## src/rtl/capture_ctrl_if.sv

```systemverilog
// ============================================================================
// capture_ctrl_if : bus write port plus input and output sample streams
// Revision 1.0
// ============================================================================
`default_nettype none

interface capture_ctrl_if #(
  parameter int BAW = 8,
  parameter int BDW = 32,
  parameter int SDW = 32,
  parameter int SEW = 2
);
  logic           bus_wready;
  logic           bus_wvalid;
  logic [BAW-1:0] bus_waddr;
  logic [BDW-1:0] bus_wdata;

  logic           sti_tready;
  logic           sti_tvalid;
  logic [SEW-1:0] sti_tevent;
  logic [SDW-1:0] sti_tdata;

  logic           sto_tready;
  logic           sto_tvalid;
  logic           sto_tlast;
  logic [SDW-1:0] sto_tdata;

  modport slave (
    output bus_wready, sti_tready, sto_tvalid, sto_tlast, sto_tdata,
    input  bus_wvalid, bus_waddr, bus_wdata,
    input  sti_tvalid, sti_tevent, sti_tdata, sto_tready
  );

  modport master (
    input  bus_wready, sti_tready, sto_tvalid, sto_tlast, sto_tdata,
    output bus_wvalid, bus_waddr, bus_wdata,
    output sti_tvalid, sti_tevent, sti_tdata, sto_tready
  );
endinterface

`default_nettype wire

```

## src/rtl/capture_ctrl.sv

```systemverilog
// ============================================================================
// capture_ctrl : arm / trigger / post-trigger capture sequencer with irq
// Revision 1.0
// ============================================================================
`default_nettype none

module capture_ctrl #(
  parameter int BAW = 8,
  parameter int BDW = 32,
  parameter int SDW = 32,
  parameter int SEW = 2,
  parameter int CCW = 16
) (
  input  wire logic       clk,
  input  wire logic       rst,
  capture_ctrl_if.slave   ifc,
  output logic [1:0]      sts_state,
  output logic            irq
);

  typedef enum logic [1:0] {
    S_IDLE  = 2'd0,
    S_ARMED = 2'd1,
    S_POST  = 2'd2,
    S_DONE  = 2'd3
  } state_t;

  localparam logic [BAW-1:0] ADDR_CTRL  = BAW'(0);
  localparam logic [BAW-1:0] ADDR_POST  = BAW'(1);
  localparam logic [BAW-1:0] ADDR_EVSEL = BAW'(2);

  state_t         state, state_nxt;
  logic           up;
  logic [CCW-1:0] post_n, cnt, cnt_nxt;
  logic [SEW-1:0] evsel;
  logic           wr, arm, abort, cfg_ok, pass, ev_match, xfer_in;
  logic           unused_wdata;

  assign unused_wdata = ^ifc.bus_wdata[BDW-1:CCW];

  // bus_wready and sti_tready stay low until the first edge after reset
  always_ff @(posedge clk or negedge rst) begin
    if (!rst) up <= 1'b0;
    else      up <= 1'b1;
  end

  assign ifc.bus_wready = up;
  assign wr     = ifc.bus_wvalid & up;
  assign arm    = wr && (ifc.bus_waddr == ADDR_CTRL) && ifc.bus_wdata[0];
  assign abort  = wr && (ifc.bus_waddr == ADDR_CTRL) && ifc.bus_wdata[1];
  assign cfg_ok = (state == S_IDLE) || (state == S_DONE);

  always_ff @(posedge clk or negedge rst) begin
    if (!rst) begin
      post_n <= '0;
      evsel  <= '0;
    end else if (wr && cfg_ok) begin
      if (ifc.bus_waddr == ADDR_POST)  post_n <= ifc.bus_wdata[CCW-1:0];
      if (ifc.bus_waddr == ADDR_EVSEL) evsel  <= ifc.bus_wdata[SEW-1:0];
    end
  end

  assign pass           = (state == S_ARMED) || (state == S_POST);
  assign ifc.sti_tready = up & (pass ? ifc.sto_tready : 1'b1);
  assign ifc.sto_tvalid = pass & ifc.sti_tvalid;
  assign ifc.sto_tdata  = pass ? ifc.sti_tdata : '0;
  assign ev_match       = |(ifc.sti_tevent & evsel);
  assign xfer_in        = ifc.sti_tvalid & ifc.sti_tready;
  assign ifc.sto_tlast  = ((state == S_ARMED) && ev_match && (post_n == '0)) ||
                          ((state == S_POST) && (cnt == CCW'(1)));

  always_ff @(posedge clk or negedge rst) begin
    if (!rst) begin
      state <= S_IDLE;
      cnt   <= '0;
      irq   <= 1'b0;
    end else begin
      state <= state_nxt;
      cnt   <= cnt_nxt;
      irq   <= (state_nxt == S_DONE) && (state != S_DONE);
    end
  end

  always_comb begin
    state_nxt = state;
    cnt_nxt   = cnt;
    case (state)
      S_IDLE, S_DONE: begin
        if (arm) state_nxt = S_ARMED;
      end
      S_ARMED: begin
        if (xfer_in && ev_match) begin
          if (post_n == '0) begin
            state_nxt = S_DONE;
          end else begin
            cnt_nxt   = post_n;
            state_nxt = S_POST;
          end
        end
      end
      S_POST: begin
        if (xfer_in) begin
          cnt_nxt = cnt - CCW'(1);
          if (cnt == CCW'(1)) state_nxt = S_DONE;
        end
      end
      default: state_nxt = S_IDLE;
    endcase
    // Abort overrides every other transition, including completion
    if (abort) state_nxt = S_IDLE;
  end

  assign sts_state = state;

endmodule

`default_nettype wire
```

## src/flat_wrapper.sv

```systemverilog
// flat-port wrapper written by rule: the top's interface ports become plain ports
module capture_ctrl_flat 
#(
  parameter int BAW = 8,
  parameter int BDW = 32,
  parameter int SDW = 32,
  parameter int SEW = 2,
  parameter int CCW = 16
)
  (clk, rst, sts_state, irq, ifc_bus_wready, ifc_sti_tready, ifc_sto_tvalid, ifc_sto_tlast, ifc_sto_tdata, ifc_bus_wvalid, ifc_bus_waddr, ifc_bus_wdata, ifc_sti_tvalid, ifc_sti_tevent, ifc_sti_tdata, ifc_sto_tready);
  capture_ctrl_if #(.BAW(BAW), .BDW(BDW), .SDW(SDW), .SEW(SEW)) ifc_i ();
  input  wire logic clk;
  input  wire logic rst;
  output logic [1:0] sts_state;
  output logic irq;
  output wire logic [$bits(ifc_i.bus_wready)-1:0] ifc_bus_wready;
  output wire logic [$bits(ifc_i.sti_tready)-1:0] ifc_sti_tready;
  output wire logic [$bits(ifc_i.sto_tvalid)-1:0] ifc_sto_tvalid;
  output wire logic [$bits(ifc_i.sto_tlast)-1:0] ifc_sto_tlast;
  output wire logic [$bits(ifc_i.sto_tdata)-1:0] ifc_sto_tdata;
  input wire logic [$bits(ifc_i.bus_wvalid)-1:0] ifc_bus_wvalid;
  input wire logic [$bits(ifc_i.bus_waddr)-1:0] ifc_bus_waddr;
  input wire logic [$bits(ifc_i.bus_wdata)-1:0] ifc_bus_wdata;
  input wire logic [$bits(ifc_i.sti_tvalid)-1:0] ifc_sti_tvalid;
  input wire logic [$bits(ifc_i.sti_tevent)-1:0] ifc_sti_tevent;
  input wire logic [$bits(ifc_i.sti_tdata)-1:0] ifc_sti_tdata;
  input wire logic [$bits(ifc_i.sto_tready)-1:0] ifc_sto_tready;
  assign ifc_bus_wready = ifc_i.bus_wready;
  assign ifc_sti_tready = ifc_i.sti_tready;
  assign ifc_sto_tvalid = ifc_i.sto_tvalid;
  assign ifc_sto_tlast = ifc_i.sto_tlast;
  assign ifc_sto_tdata = ifc_i.sto_tdata;
  assign ifc_i.bus_wvalid = ifc_bus_wvalid;
  assign ifc_i.bus_waddr = ifc_bus_waddr;
  assign ifc_i.bus_wdata = ifc_bus_wdata;
  assign ifc_i.sti_tvalid = ifc_sti_tvalid;
  assign ifc_i.sti_tevent = ifc_sti_tevent;
  assign ifc_i.sti_tdata = ifc_sti_tdata;
  assign ifc_i.sto_tready = ifc_sto_tready;
  capture_ctrl #(.BAW(BAW), .BDW(BDW), .SDW(SDW), .SEW(SEW), .CCW(CCW)) u_core (.clk(clk), .rst(rst), .ifc(ifc_i), .sts_state(sts_state), .irq(irq));
endmodule
```

## config.mk

```make
export PLATFORM = sky130hd
export DESIGN_NAME = capture_ctrl_flat
export DESIGN_NICKNAME = d
export VERILOG_FILES = /design/src/rtl/capture_ctrl_if.sv /design/src/rtl/capture_ctrl.sv /design/src/flat_wrapper.sv
export SDC_FILE = /design/constraint.sdc
export NUM_CORES = 1
export LEC_CHECK = 0
export BUFFER_PORTS_ARGS = -buffer_cell sky130_fd_sc_hd__buf_4
export CORE_ASPECT_RATIO = 2
export CORE_MARGIN = 2
export CORE_UTILIZATION = 30
export CTS_CLUSTER_DIAMETER = 60
export CTS_CLUSTER_SIZE = 14
export DETAILED_ROUTE_END_ITERATION = 8
export GPL_ROUTABILITY_DRIVEN = 0
export GPL_TIMING_DRIVEN = 0
export SETUP_SLACK_MARGIN = 0.1
export SYNTH_ARGS = -nofsm -noshare
export SYNTH_HDL_FRONTEND = slang
export SYNTH_SLANG_ARGS = --single-unit
```

## constraint.sdc

```tcl
create_clock -name clk -period 3.2 [get_ports clk]
set_input_delay 0.16 -clock clk [delete_from_list [all_inputs] [get_ports clk]]
set_output_delay 0.16 -clock clk [all_outputs]
set_load 0.1 [all_outputs]
```

* Word-level counts from Yosys, hierarchy flattened *
Cells that the tools add are included.

storage, ports and cells
  flip-flop bits (word level) = 38
  input port bits = 79
  output and inout port bits = 39
  word-level logic and storage cells = 57

operators by class
  add/subtract/negate cells = 1
  equal/unequal tests = 11
  multiplexer cells = 13
  bitwise logic cells = 5
  reductions and logical operators = 21

operators with widths
  cell                     number
  $mux W16                 3
  $mux W32                 1
  $pmux W16 S2             1
  $eq A16 B1 Y1 const B    1
  $logic_not A16 Y1        1
  $sub A16 B1 Y16 const B  1
  $mux W2                  5
  $logic_and A1 B1 Y1      9
  $eq A8 B1 Y1 const B     1
  $eq A8 B2 Y1 const B     1
  $logic_not A8 Y1         1
  $eq A2 B2 Y1 const B     3
  $ne A2 B2 Y1 const B     3
  $pmux W2 S3              1
  $and A1 B1 Y1            4
  $reduce_and A2 Y1        2
  $reduce_and A4 Y1        1
  $reduce_or A2 Y1         2
  $logic_or A1 B1 Y1       3
  $and A2 B2 Y2            1
  $eq A2 B1 Y1 const B     1
  $logic_not A2 Y1         1
  $mux W1                  2
  $ne A2 B1 Y1 const B     1
  $reduce_bool A2 Y1       1

* Longest topological paths before layout *
  depth in word-level cells = 11
  mapped depth = 8

* Worst setup path after synthesis *
No wires, ideal clock.

  path type = register to output
  start = register u_core.state[0], in the netlist u_core.sts_state[0]
  end = output port ifc_sto_tlast
  arrival time = 3,476 ps
  required time = 3,040 ps
  path slack = -436 ps
  stages on the path, launching flop included = 4
  path through = dfrtp_1 -> ha_1 -> nand2_1 -> o21ai_0

between the ends
  word-level cells in the longest chain between the ends = 4
  elaborated cells on any way between the ends = 6
  classes of those cells = eq/ne: 2; reduce/logical: 4

RTL lines
  element                            RTL line            RTL
  start: declaration                 capture_ctrl.sv:32  state_t state, state_nxt;
  start signal: assignment           capture_ctrl.sv:78  state <= state_nxt;
  $eq A2 B1 Y1                       capture_ctrl.sv:69  assign ifc.sto_tlast = ((state == S_ARMED) && ev_match && (post_n == '0)) ||
  $logic_and A1 B1 Y1 (2 in series)  capture_ctrl.sv:69
  $logic_or A1 B1 Y1 *               capture_ctrl.sv:69
  end: declaration                   flat_wrapper.sv:19  output wire logic [$bits(ifc_i.sto_tlast)-1:0] ifc_sto_tlast;

Mark *: on every way between the ends. The rest lies on a longest branch, timed or not.

* Worst setup path in the final report *
  start = register u_core.state[0], in the netlist u_core.sts_state[0]
  end = register u_core.cnt[8]

between the ends
  word-level cells in the longest chain between the ends = 8
  elaborated cells on any way between the ends = 13
  classes of those cells = eq/ne: 5; mux: 2; bitwise: 2; reduce/logical: 4

RTL lines
  element                                              RTL line                                RTL
  $eq A2 B1 Y1 / $eq A2 B2 Y1 (equally long branches)  capture_ctrl.sv:63, capture_ctrl.sv:87
  $logic_or A1 B1 Y1                                   capture_ctrl.sv:63                      assign pass = (state == S_ARMED) || (state == S_POST);
  $mux W1                                              capture_ctrl.sv:64                      assign ifc.sti_tready = up & (pass ? ifc.sto_tready : 1'b1);
  $and A1 B1 Y1                                        capture_ctrl.sv:64
  $and A1 B1 Y1                                        capture_ctrl.sv:68                      assign xfer_in = ifc.sti_tvalid & ifc.sti_tready;
  $logic_and A1 B1 Y1                                  capture_ctrl.sv:92                      if (xfer_in && ev_match) begin
  $ne A2 B2 Y1 (no source line)                        -
  $reduce_and A4 Y1 (no source line)                   -
  end signal: assignment                               capture_ctrl.sv:79                      cnt <= cnt_nxt;
  end: declaration                                     capture_ctrl.sv:34                      logic [CCW-1:0] post_n, cnt, cnt_nxt;

Several ways; a longest one is shown, not always the timed one.
A chain may end at the register's enable or synchronous reset.

==> qor.csv <==
metric,value,unit
status,finished clean,
First-pass DRT Iterations,4,
Worst EP arrival,2.88,ns
slowest cell on the critical path,o21ai_1,
CP Capture Type,register,
CP Launch Type,register,
final hold vios,0,
Reg-to-Reg Start,u_core.sts_state[0],
met1 GRT Util,0.2051,
final std cells w/o fill,460,
placed insts,451,
Mapped Nets,339,
final max-slew violation count,0,
clock network power share,0.197,
Hold Path Class,primary input to register,
hold_sp,ifc_bus_wdata[2],
Ys Warns,0,
Cell variety after synth,47,
FP Rows,46,
Max Cap Viol,0,
RSZ-0062 raised after global routing,no,
net switching fraction of the power,0.5575,
R2R Setup Slk,0.46,ns
Net Sw Power,1397,uW
post-synthesis sequential area ratio,0.3969,
Worst-Skew Late Latency,0.28,ns
drt drc,0,
die height,130.4,um
worst hold stages,2,
hpwl dp,5381,um
# IOs,118,
Tmin final,2.742,ns
most frequent cell after synthesis,dfrtp_1,
reg2reg end,u_core.cnt[8],
area grow syn2layout,43.24,%
total congestion overflow,0,
Vias,2360,
Clock Skew,0.003596,ns
ys flop type,dfrtp_1,
initial drt markers,194,
Post-synth EDFFs,0,
Seq pwr share,0.208,
global-route met2 utilization,0.2499,
core box area,0.007828,mm2
Synth area leaders,"dfrtp_1 (40%), nor2b_1 (9.1%), mux2_4 (6.3%)",
pwr dens,730.1,mW/mm2
routed wire length,6901,um
Leak,0.001651,uW
Rel. slew slack,0.4674,
first-pass GRT wire length,10700,um
"Cell Area, Synth",0.002396,mm2
fmax,364.7,MHz
"delay-heaviest family, CP",compound AO/OA/AOI/OAI gates,
"Avg Cell Area, Syn",9.433,um2
vias in the first global route,2284,
average wire per standard cell,15.00,um
busiest grt layer,met2,
die extent in x,67.20,um
CTS tree,yes,
VDD IR max,0.0007207,V
diodes inserted,0,
post-CTS setup buffers,0,
root buf cell,clkbuf_16,
Mapped Cells,254,
Post-synth top cells,"dfrtp_1 (38), nor2b_1 (35), nand2_1 (25)",
post-route ant nets,0,
GRT Util Overall,0.1572,
share of the synthesized area in the top cell type,0.3969,
largest net degree at the start of global routing,39,
critical-path maximum fanout,10,
CP Class,register to register,
Via density,5.130,
Synth Register Bits,38,
clock sinks,38,
WHS Endpoint,u_core.post_n[2],
Fillers,804,
clk slew on worst S/H paths,0.06,ns
Worst EP required,3.33,ns
Design Power,2506,uW
CTS buffer count,5,
initial antenna violation count,0,
share of cells above drive strength 1,0.3654,
Util after Layout,0.4385,
Synth area leader,dfrtp_1,
peak per-stage delay on the critical path,0.59,ns
Initial Util,0.3061,
"Cell Chain, Critical Path",inv_1 -> ha_1 -> o211a_1 -> nand3_1 -> o21ai_1 -> clkbuf_1 -> a21oi_1,
clk buf depth,2,
Final period util,0.8570,
Reg2Reg Depth,7,
Worst-Margin Slew,0.7929,ns
count of input and output buffers,101,
final net count,448,
Logic pwr share,0.595,
multi-input logic area,0.001369,mm2
P_int,1109,uW
Crit path buffers/inverters,2,
H-tree depth,2,
Storage cell area,950.9,um2
final setup vio count,0,
Die Area,0.008761,mm2
"FFs w/ async S/R, synth",1.000,
GR Util met3,0.04366,
[placed cells by master, fill, tap and decap left out, drive strengths merged, types with 5 or more instances in the layout]
cell	count
buf	105
dfrtp	38
nor2b	35
nand2	25
a21oi	22
mux2	18
clkbuf	15
o21ai	10
nand3	9
nor2	8
nor3	8
nor4	8
inv	6
o22ai	6
ha	6
nand2b	5
nand4	5
[through the flow]
| stage | cell area (um2) | setup slack (ns) | hold WS, ns | setup TNS [ns] |
|---|---|---|---|---|
| 2_1_floorplan | 2396 | -0.3040 | -0.1356 | -9.395 |
| 3_3_place_gp | 3274 | 0.5743 | 0.1537 | 0 |
| 3_5_place_dp | 3274 | 0.5292 | 0.1586 | 0 |
| 4_1_cts | 3432 | 0.4978 | 0.1060 | 0 |
| 5_1_grt | 3432 | 0.3063 | 0.1064 | 0 |
| 6_report | 3432 | 0.4577 | 0.1107 | 0 |
[registers in the layout, indices dropped and copies added (netlist names)]
signal / count
u_core.cnt: 16
u_core.evsel: 2
u_core.ifc.bus_wready: 1
u_core.irq: 1
u_core.post_n: 16
u_core.sts_state: 2
[logic make-up after synthesis]
kind of cell / share of synthesized area
adders and majority gates: 0.03133
buffers and inverters: 0.03185
other: 0.001565
DFF: 0.3969
muxes: 0.1086
and+or+nand+nor: 0.2956
AOI/OAI and AO/OA: 0.1342
[timing repair]
action	in CTS	in global routing
resized for setup	0	0
endpoints found under the hold margin	38	0
hold buffers	1	0
[final cells by class]
type	instances	area share
clock buffer	7	0.04156
clock inverter	1	0.001458
timing repair buffer	102	0.2238
buffer	12	0.01568
tap	96	0.03500
inverter	6	0.006562
sequential	38	0.2771
multi-input combinational	198	0.3988
[how the worst max path moves through the flow]
stage / start / endpoint / slack (ns) / cells after the start
global route: u_core.sts_state[0] / u_core.cnt[9] / 0.31 / 7
floorplan: u_core.sts_state[0] / ifc_sto_tdata[10] / -0.30 / 5
global placement: u_core.sts_state[0] / u_core.cnt[5] / 0.57 / 7
CTS: u_core.sts_state[0] / u_core.cnt[8] / 0.50 / 7
detailed placement: u_core.sts_state[0] / u_core.cnt[8] / 0.53 / 7
finish: u_core.sts_state[0] / u_core.cnt[8] / 0.46 / 7
[metal layers]
layer,part of all wire,wire length (um),up-vias
met4,0.019,133,0
met3,0.084,579,16
met2,0.50,3465,113
met1,0.39,2723,1101
li1,-,-,1130
met5,0,0,-
[power by group through the flow]
stage	registers, uW	clock network [uW]	logic (uW)
after global routing	524	525	1550
final	521	494	1490
after detailed placement	528	0	1490
after CTS	521	503	1500
after global placement	528	0	1480
after floorplan	575	0	1120
Note: power is estimated with default switching activity, not from simulation.
